**src/rtl/cam_buf_wr_nbuf.sv**
```systemverilog
// Camera frame-buffer writer: crops a window of a 2-byte/pixel stream
// into 16-bit RAM writes rotating across NUM_BUF frame buffers.
module cam_buf_wr_nbuf #(
  parameter int H_ACT   = 480,
  parameter int V_ACT   = 272,
  parameter int X_OFF   = 0,
  parameter int Y_OFF   = 0,
  parameter int NUM_BUF = 2,
  parameter int ADDR_W  = 17
) (
  input  logic               iClk,
  input  logic               wRsn,
  input  logic               cam_vsync_i,
  input  logic               cam_hsync_i,
  input  logic [7:0]         cam_data_i,
  input  logic               byte_swap_i,
  input  logic [NUM_BUF-1:0] buf_rel_i,
  output logic               ram_wr_en_o,
  output logic [ADDR_W-1:0]  ram_wr_addr_o,
  output logic [15:0]        ram_wr_data_o,
  output logic [1:0]         ram_wr_buf_o,
  output logic [NUM_BUF-1:0] buf_full_o,
  output logic               frame_done_o,
  output logic               frame_drop_o,
  output logic               frame_short_o,
  output logic [7:0]         frame_cnt_o,
  output logic [7:0]         drop_cnt_o,
  output logic               busy_o
);

  typedef enum logic [1:0] {
    IDLE, ACTIVE, DROP, DONE
  } state_t;

  localparam logic [15:0] XL = 16'(X_OFF);
  localparam logic [15:0] XH = 16'(X_OFF + H_ACT);
  localparam logic [15:0] YL = 16'(Y_OFF);
  localparam logic [15:0] YH = 16'(Y_OFF + V_ACT);
  localparam logic [ADDR_W:0] PIX_N = (ADDR_W+1)'(H_ACT * V_ACT);
  localparam logic [1:0] WB_LAST = 2'(NUM_BUF - 1);

  state_t state_q;

  logic s1_vs_q, s1_hs_q, s2_vs_q, s2_hs_q;
  logic [7:0] s1_data_q;

  logic phase_q, swap_q;
  logic [7:0] first_q;
  logic [15:0] h_cnt_q, v_cnt_q;
  logic [ADDR_W:0] pix_cnt_q;

  logic pend_v_q;
  logic [15:0] pend_data_q;
  logic [ADDR_W-1:0] pend_addr_q;

  logic [1:0] wb_q;
  logic [NUM_BUF-1:0] buf_full_q, buf_full_d, wb_oh;

  logic vs_fall, vs_rise, hs_fall, in_win, full_at_wb, commit;

  assign vs_fall = !s1_vs_q & s2_vs_q;
  assign vs_rise = s1_vs_q & !s2_vs_q;
  assign hs_fall = !s1_hs_q & s2_hs_q;

  assign in_win = (h_cnt_q >= XL) && (h_cnt_q < XH)
               && (v_cnt_q >= YL) && (v_cnt_q < YH);

  assign wb_oh      = NUM_BUF'(1) << wb_q;
  assign full_at_wb = |(buf_full_q & wb_oh);
  assign commit     = (state_q == DONE) && (pix_cnt_q == PIX_N);

  // A set from a commit beats a release of the same buffer
  always_comb begin
    buf_full_d = buf_full_q & ~buf_rel_i;
    if (commit) buf_full_d = buf_full_d | wb_oh;
  end

  always_ff @(posedge iClk or negedge wRsn) begin
    if (!wRsn) begin
      s1_vs_q   <= 1'b0;
      s1_hs_q   <= 1'b0;
      s2_vs_q   <= 1'b0;
      s2_hs_q   <= 1'b0;
      s1_data_q <= '0;
    end else begin
      s1_vs_q   <= cam_vsync_i;
      s1_hs_q   <= cam_hsync_i;
      s2_vs_q   <= s1_vs_q;
      s2_hs_q   <= s1_hs_q;
      s1_data_q <= cam_data_i;
    end
  end

  always_ff @(posedge iClk or negedge wRsn) begin
    if (!wRsn) begin
      phase_q     <= 1'b0;
      first_q     <= '0;
      h_cnt_q     <= '0;
      v_cnt_q     <= '0;
      pix_cnt_q   <= '0;
      pend_v_q    <= 1'b0;
      pend_data_q <= '0;
      pend_addr_q <= '0;
    end else begin
      pend_v_q <= 1'b0;
      if (vs_fall) begin
        phase_q   <= 1'b0;
        h_cnt_q   <= '0;
        v_cnt_q   <= '0;
        pix_cnt_q <= '0;
      end else if (state_q == ACTIVE) begin
        if (hs_fall) v_cnt_q <= v_cnt_q + 16'd1;
        if (!s1_hs_q) begin
          phase_q <= 1'b0;
          h_cnt_q <= '0;
        end else begin
          phase_q <= !phase_q;
          if (!phase_q) begin
            first_q <= s1_data_q;
          end else begin
            h_cnt_q <= h_cnt_q + 16'd1;
            if (in_win) begin
              pend_v_q    <= 1'b1;
              pend_data_q <= swap_q ? {s1_data_q, first_q}
                                    : {first_q, s1_data_q};
              pend_addr_q <= pix_cnt_q[ADDR_W-1:0];
              pix_cnt_q   <= pix_cnt_q + 1'b1;
            end
          end
        end
      end
    end
  end

  always_ff @(posedge iClk or negedge wRsn) begin
    if (!wRsn) begin
      ram_wr_en_o   <= 1'b0;
      ram_wr_addr_o <= '0;
      ram_wr_data_o <= '0;
      ram_wr_buf_o  <= '0;
    end else begin
      ram_wr_en_o <= pend_v_q && (state_q == ACTIVE) && !vs_rise;
      if (pend_v_q) begin
        ram_wr_addr_o <= pend_addr_q;
        ram_wr_data_o <= pend_data_q;
        ram_wr_buf_o  <= wb_q;
      end
    end
  end

  always_ff @(posedge iClk or negedge wRsn) begin
    if (!wRsn) begin
      state_q       <= IDLE;
      wb_q          <= '0;
      swap_q        <= 1'b0;
      buf_full_q    <= '0;
      frame_done_o  <= 1'b0;
      frame_drop_o  <= 1'b0;
      frame_short_o <= 1'b0;
      frame_cnt_o   <= '0;
      drop_cnt_o    <= '0;
    end else begin
      frame_done_o  <= 1'b0;
      frame_drop_o  <= 1'b0;
      frame_short_o <= 1'b0;
      buf_full_q    <= buf_full_d;
      unique case (state_q)
        IDLE: begin
          if (vs_fall) begin
            if (full_at_wb) begin
              state_q <= DROP;
            end else begin
              state_q <= ACTIVE;
              swap_q  <= byte_swap_i;
            end
          end
        end
        ACTIVE: begin
          if (vs_rise) state_q <= DONE;
        end
        DROP: begin
          if (vs_rise) begin
            frame_drop_o <= 1'b1;
            if (drop_cnt_o != 8'hFF) drop_cnt_o <= drop_cnt_o + 8'd1;
            state_q <= IDLE;
          end
        end
        DONE: begin
          if (commit) begin
            frame_done_o <= 1'b1;
            frame_cnt_o  <= frame_cnt_o + 8'd1;
            wb_q <= (wb_q == WB_LAST) ? 2'd0 : wb_q + 2'd1;
          end else begin
            frame_short_o <= 1'b1;
          end
          state_q <= IDLE;
        end
        default: state_q <= IDLE;
      endcase
    end
  end

  assign buf_full_o = buf_full_q;
  assign busy_o     = (state_q == ACTIVE);

endmodule

```
**config.mk**
```make
export PLATFORM = sky130hd
export DESIGN_NAME = cam_buf_wr_nbuf
export DESIGN_NICKNAME = d
export VERILOG_FILES = /design/src/rtl/cam_buf_wr_nbuf.sv
export SDC_FILE = /design/constraint.sdc
export NUM_CORES = 1
export LEC_CHECK = 0
export CORE_MARGIN = 5
export CORE_UTILIZATION = 26
export CTS_CLUSTER_DIAMETER = 100
export DETAILED_ROUTE_END_ITERATION = 6
export PLACE_DENSITY_LB_ADDON = 0.08
export SLEW_MARGIN = 20
export SYNTH_ARGS = -nofsm -noshare
export SYNTH_HDL_FRONTEND = slang
export SYNTH_SLANG_ARGS = --single-unit
```
**constraint.sdc**
```tcl
create_clock -name iClk -period 2.5 [get_ports iClk]
set_input_delay 0.75 -clock iClk [delete_from_list [all_inputs] [get_ports iClk]]
set_output_delay 0.75 -clock iClk [all_outputs]
set_load 0.03 [all_outputs]
```
Word level (Yosys, flattened, before mapping):

Cells that the tools add are included.
W data, S select, Z words.

* add/subtract/negate cells: 6
* order comparisons: 4
* eq/ne operators: 10
* shift-type cells: 1
* multiplexer cells: 34
* bitwise gates (word level): 10
* reductions and logical operators: 27

Operators by type and width (count)
* $mux W16: 8
* $mux W18: 5
* $add A16 B1 Y16 const B: 2
* $ge A16 B1 Y1 const B: 2
* $lt A16 B9 Y1 const B: 2
* $add A18 B1 Y18 const B: 1
* $eq A18 B17 Y1 const B: 1
* $add A8 B1 Y8 const B: 2
* $mux W1: 14
* $mux W2: 6
* $reduce_bool A2 Y1: 5
* $reduce_and A3 Y1: 3
* $ne A8 B8 Y1 const B: 1
* $pmux W2 S4: 1
* $reduce_and A4 Y1: 2
* $logic_and A1 B1 Y1: 6
* $reduce_and A2 Y1: 3
* $logic_not A1 Y1: 5
* $reduce_and A5 Y1: 1
* $and A2 B2 Y2: 2
* $eq A2 B1 Y1 const B: 2
* $eq A2 B2 Y1 const B: 2
* $ne A2 B2 Y1 const B: 2
* $and A1 B1 Y1: 3
* 9 further kinds: 11

* flip-flop bits (word level): 167
* input bits: 15
* output and inout port bits: 58
* logic and storage cells: 118

Longest topological paths before layout:

* depth after elaboration: 9
* depth in mapped cells: 8
* mapped depth without buffers: 7

Least setup slack after synthesis:

OpenSTA, ideal clock, no wires.

* path type: flip-flop to flip-flop
* from: register state_q[1]
* to: register pend_addr_q[10]
* setup time: 0.125 ns
* arrival time: 2.025 ns
* data required time: 2.375 ns
* slack: 0.350 ns
* stages on the path, launching flop included: 9
* clock period less this slack: 2.150 ns
* cells stage by stage: dfrtp_1 > nand2b_1 > inv_2 > nand3_1 > or2_1 > buf_2 > nor2_4 > buf_4 > mux2_2

* word-level cells in the longest chain between the ends: 2

Ends and longest elaborated chain
* start: declaration: line 42 `state_t state_q;`
* start signal: assignment: line 153 `state_q <= IDLE;`
* start signal: assignment: line 171 `state_q <= DROP;`
* start signal: assignment: line 173 `state_q <= ACTIVE;`
* $eq A2 B1 Y1
* named net busy_o: line 28 `output logic busy_o`
* $reduce_and A5 Y1 (no line)
* end signal: assignment: line 126 `pend_addr_q <= pix_cnt_q[ADDR_W-1:0];`
* end: declaration: line 54 `logic [ADDR_W-1:0] pend_addr_q;`

The timed path passes the listed nets, and every way through them passes these cells.
A chain may end at the register's enable or synchronous reset.

Final worst setup path:

* from: register state_q[1]
* to: output port busy_o

* word-level cells in the longest chain between the ends: 1

Ends and longest elaborated chain
* $eq A2 B1 Y1: line 204 `assign busy_o = (state_q == ACTIVE);`
* end: declaration: line 28

Every way passes these cells.

==> results.txt <==
Num Clock Sinks - 167
Int Pwr - 5.631 mW
gr ovfl total - 0
routed length on met3 - 670 um
mapped cell area - 7241 um^2
die area - 31290 um^2
CP Capture Type - output port
Synth Net Count - 612
met2 wire length - 7489 um
cells after synthesis - 591
share of power burned in registers - 0.430
Leak - 3.889 nW
Simple-Gate Fraction of Synth Area - 0.1375
CORE AREA - 27630 um^2
die width - 176.9 um
post-route DRC violation count - 0
status - complete, no violations
post-CTS setup buffer count - 0
clock power share - 0.333
vias in the first global route - 5045
Critical Path RT - 1750 ps
Hold WC Path Type - input pin to async pin
Final HPWL DP - 11470 um
Placed Cells - 1032
H-tree Lvls - 4
max_cap viols - 0
Inserted Diodes - 0
crit path DAT - 1620 ps
worst ir drop on vdd - 0.0004040 V
EDFF count, synth - 0
Seq/Total Area, Yosys - 0.5772
clk slew on worst S/H paths - 70 ps
final cell count without fillers - 1064
Tightest Pin Transition - 754.4 ps
GR Util All Layers - 0.1121
ys flop type - dfrtp_1
Clock Skew - 13.85 ps
Setup crit start kind - flop
Final Max Slew Viols - 0
adder-cell share of the synthesized area - 0.01037
most frequent cells in the layout - dfrtp_1 (167), mux2_2 (95), clkdlybuf4s50_1 (69)
crit share post-route - 0.9482
RSZ-0062 raised after global routing - no
CTS Root Cell - clkbuf_16
largest cells by area after synthesis - dfrtp_1 (58%), mux2_2 (15%), xnor2_1 (4.2%)
first-pass GRT wire length - 27790 um
Crit Path Max Fanout - 6
1st-pass router iterations - 4
post-synth cell types - 52
Mapped Avg Cell Area - 12.25 um^2
Die Height - 176.9 um
Max clock buf depth - 2
Initial Util - 0.2621
post-DR vias/cell - 4.424
CTS Buf Count - 17
uppermost routed layer - met4
XOR/XNOR share of the synthesized area - 0.06411
Compound-Gate Fraction of Synth Area - 0.03542
largest net degree at the start of global routing - 92
Rows - 61
RePlAce Congestion - 0.7795
final core occ - 0.3293
Yosys warning count - 0
Total Nets Final - 694
final WL - 16740 um
layout cells sized above 1 - 0.2289
DR iter-0 viols - 278
Slew Limit Headroom - 0.4937
post-route setup TNS - 0 ps
Achievable Freq - 421.9 MHz
Port Buffer Count - 72
Synth area leader - dfrtp_1
fin crit period - 2370 ps
fill count - 2803
P_sw - 2.524 mW
top cell type's share of synthesized area - 0.5772
hold_buf cts - 0
antenna violations before repair - 0
final setup fails - 0
most common cell after layout, fill and taps aside - dfrtp_1
antenna viol nets, final - 0
Final Power - 8.155 mW
final hold vios - 0
Vias - 4707
main combinational cell family by area after synthesis - multiplexers
multiplexer area fraction after synthesis - 0.1505
WS Path Type - flop to output port
Comb power frac - 0.237
synth-to-layout area growth - 25.66%
Cell Pwr Density - 896.2 nW/um^2
met1 WL - 8452 um
Clk Latency, worst-skew pair - 420 ps
CTS tree - built
Top Ports - 73
FF+latch count, synth - 167
sw frac - 0.3095
Post-synth ARST share - 1.000
WL/cell - 15.73 um
==> final cells by class <==
type	instances	area, um^2	area share
tap	378	473.0	0.05198
sequential	167	4179	0.4593
timing repair buffer	90	895.9	0.09846
inverter	15	56.30	0.006188
multi-input combinational	382	2890	0.3177
clock inverter	14	165.2	0.01815
clock buffer	18	439.2	0.04827
==> power groups by stage <==
stage | Clock, mW | Sequential [mW] | Combinational [mW]
after CTS | 2.82 | 3.52 | 1.97
final | 2.72 | 3.51 | 1.93
after floorplan | 0 | 3.71 | 1.04
after detailed placement | 0 | 3.57 | 1.97
after global routing | 2.93 | 3.58 | 2.10
after global placement | 0 | 3.55 | 1.94
==> final timing paths <==
| kind | start | to | slack (ps) | cells past startpoint |
|---|---|---|---|---|
| max | state_q[1] | busy_o | 130 | 3 |
| min | wRsn | s1_data_q[6] | 100 | 1 |
| max reg2reg | pix_cnt_q[0] | frame_cnt_o[1] | 310 | 6 |
| min reg2reg | s1_vs_q | s2_vs_q | 490 | 0 |
| max in group asynchronous | wRsn | pend_data_q[10] | 1710 | 2 |
| min in group iClk | s1_vs_q | s2_vs_q | 490 | 0 |
==> worst max-delay path: stages (launching register included) <==
cell           delay [ps]
dfrtp_1               400
nand2b_1              240
inv_2                 150
dlygate4sd2_1         420
==> through the flow <==
step	area [um^2]	setup WS [ps]	hold slack [ps]
after floorplan	7241	349.9	354.8
after global placement	8486	252.2	463.3
after detailed placement	8493	225.9	472.7
after CTS	9096	25.94	76.56
after global routing	9099	31.25	66.45
final	9099	129.6	100.5
==> routing by layer <==
layer / vias up / track usage
met5: - / 0
met3: 7 / 0.03162
met2: 85 / 0.1729
li1: 2261 / -
met1: 2354 / 0.1570
met4: 0 / 0.02643
==> flip-flops by register name (all words and copies together) (netlist names), 16 cells and up <==
name	count
pix_cnt_q	18
ram_wr_addr_o	17
ram_wr_data_o	16
pend_data_q	16
h_cnt_q	16
pend_addr_q	17
v_cnt_q	16
==> kinds of logic after synthesis <==
logic type / Yosys count
buffers and inverters: 42
XOR/XNOR: 53
adder cells (fa/ha/maj): 6
AO/OA/AOI/OAI: 38
AND/OR/NAND/NOR: 188
multiplexers: 97
flip-flops: 167
==> synth_stat cells, types with 3 or more instances <==
cell / count
clkbuf_1: 15
o21ai_0: 12
a21oi_1: 10
ha_1: 6
nor2_1: 54
nand4_1: 18
nor3_1: 14
nand3_1: 22
inv_1: 14
nand2b_1: 3
and4_1: 4
nor4_1: 14
buf_4: 5
dfrtp_1: 167
mux2_2: 95
buf_2: 3
or3_1: 5
and3_1: 7
xnor2_1: 35
nand2_1: 27
nor4b_1: 4
buf_1: 4
xor2_1: 18
==> what timing repair did <==
| item | 4_1_cts | 5_1_grt |
|---|---|---|
| endpoints found under the setup margin | 1 | 1 |
| hold endpoints to repair | 0 | 0 |
| gates resized for setup | 1 | 1 |
No activity file was read; power rests on OpenSTA's default activity.
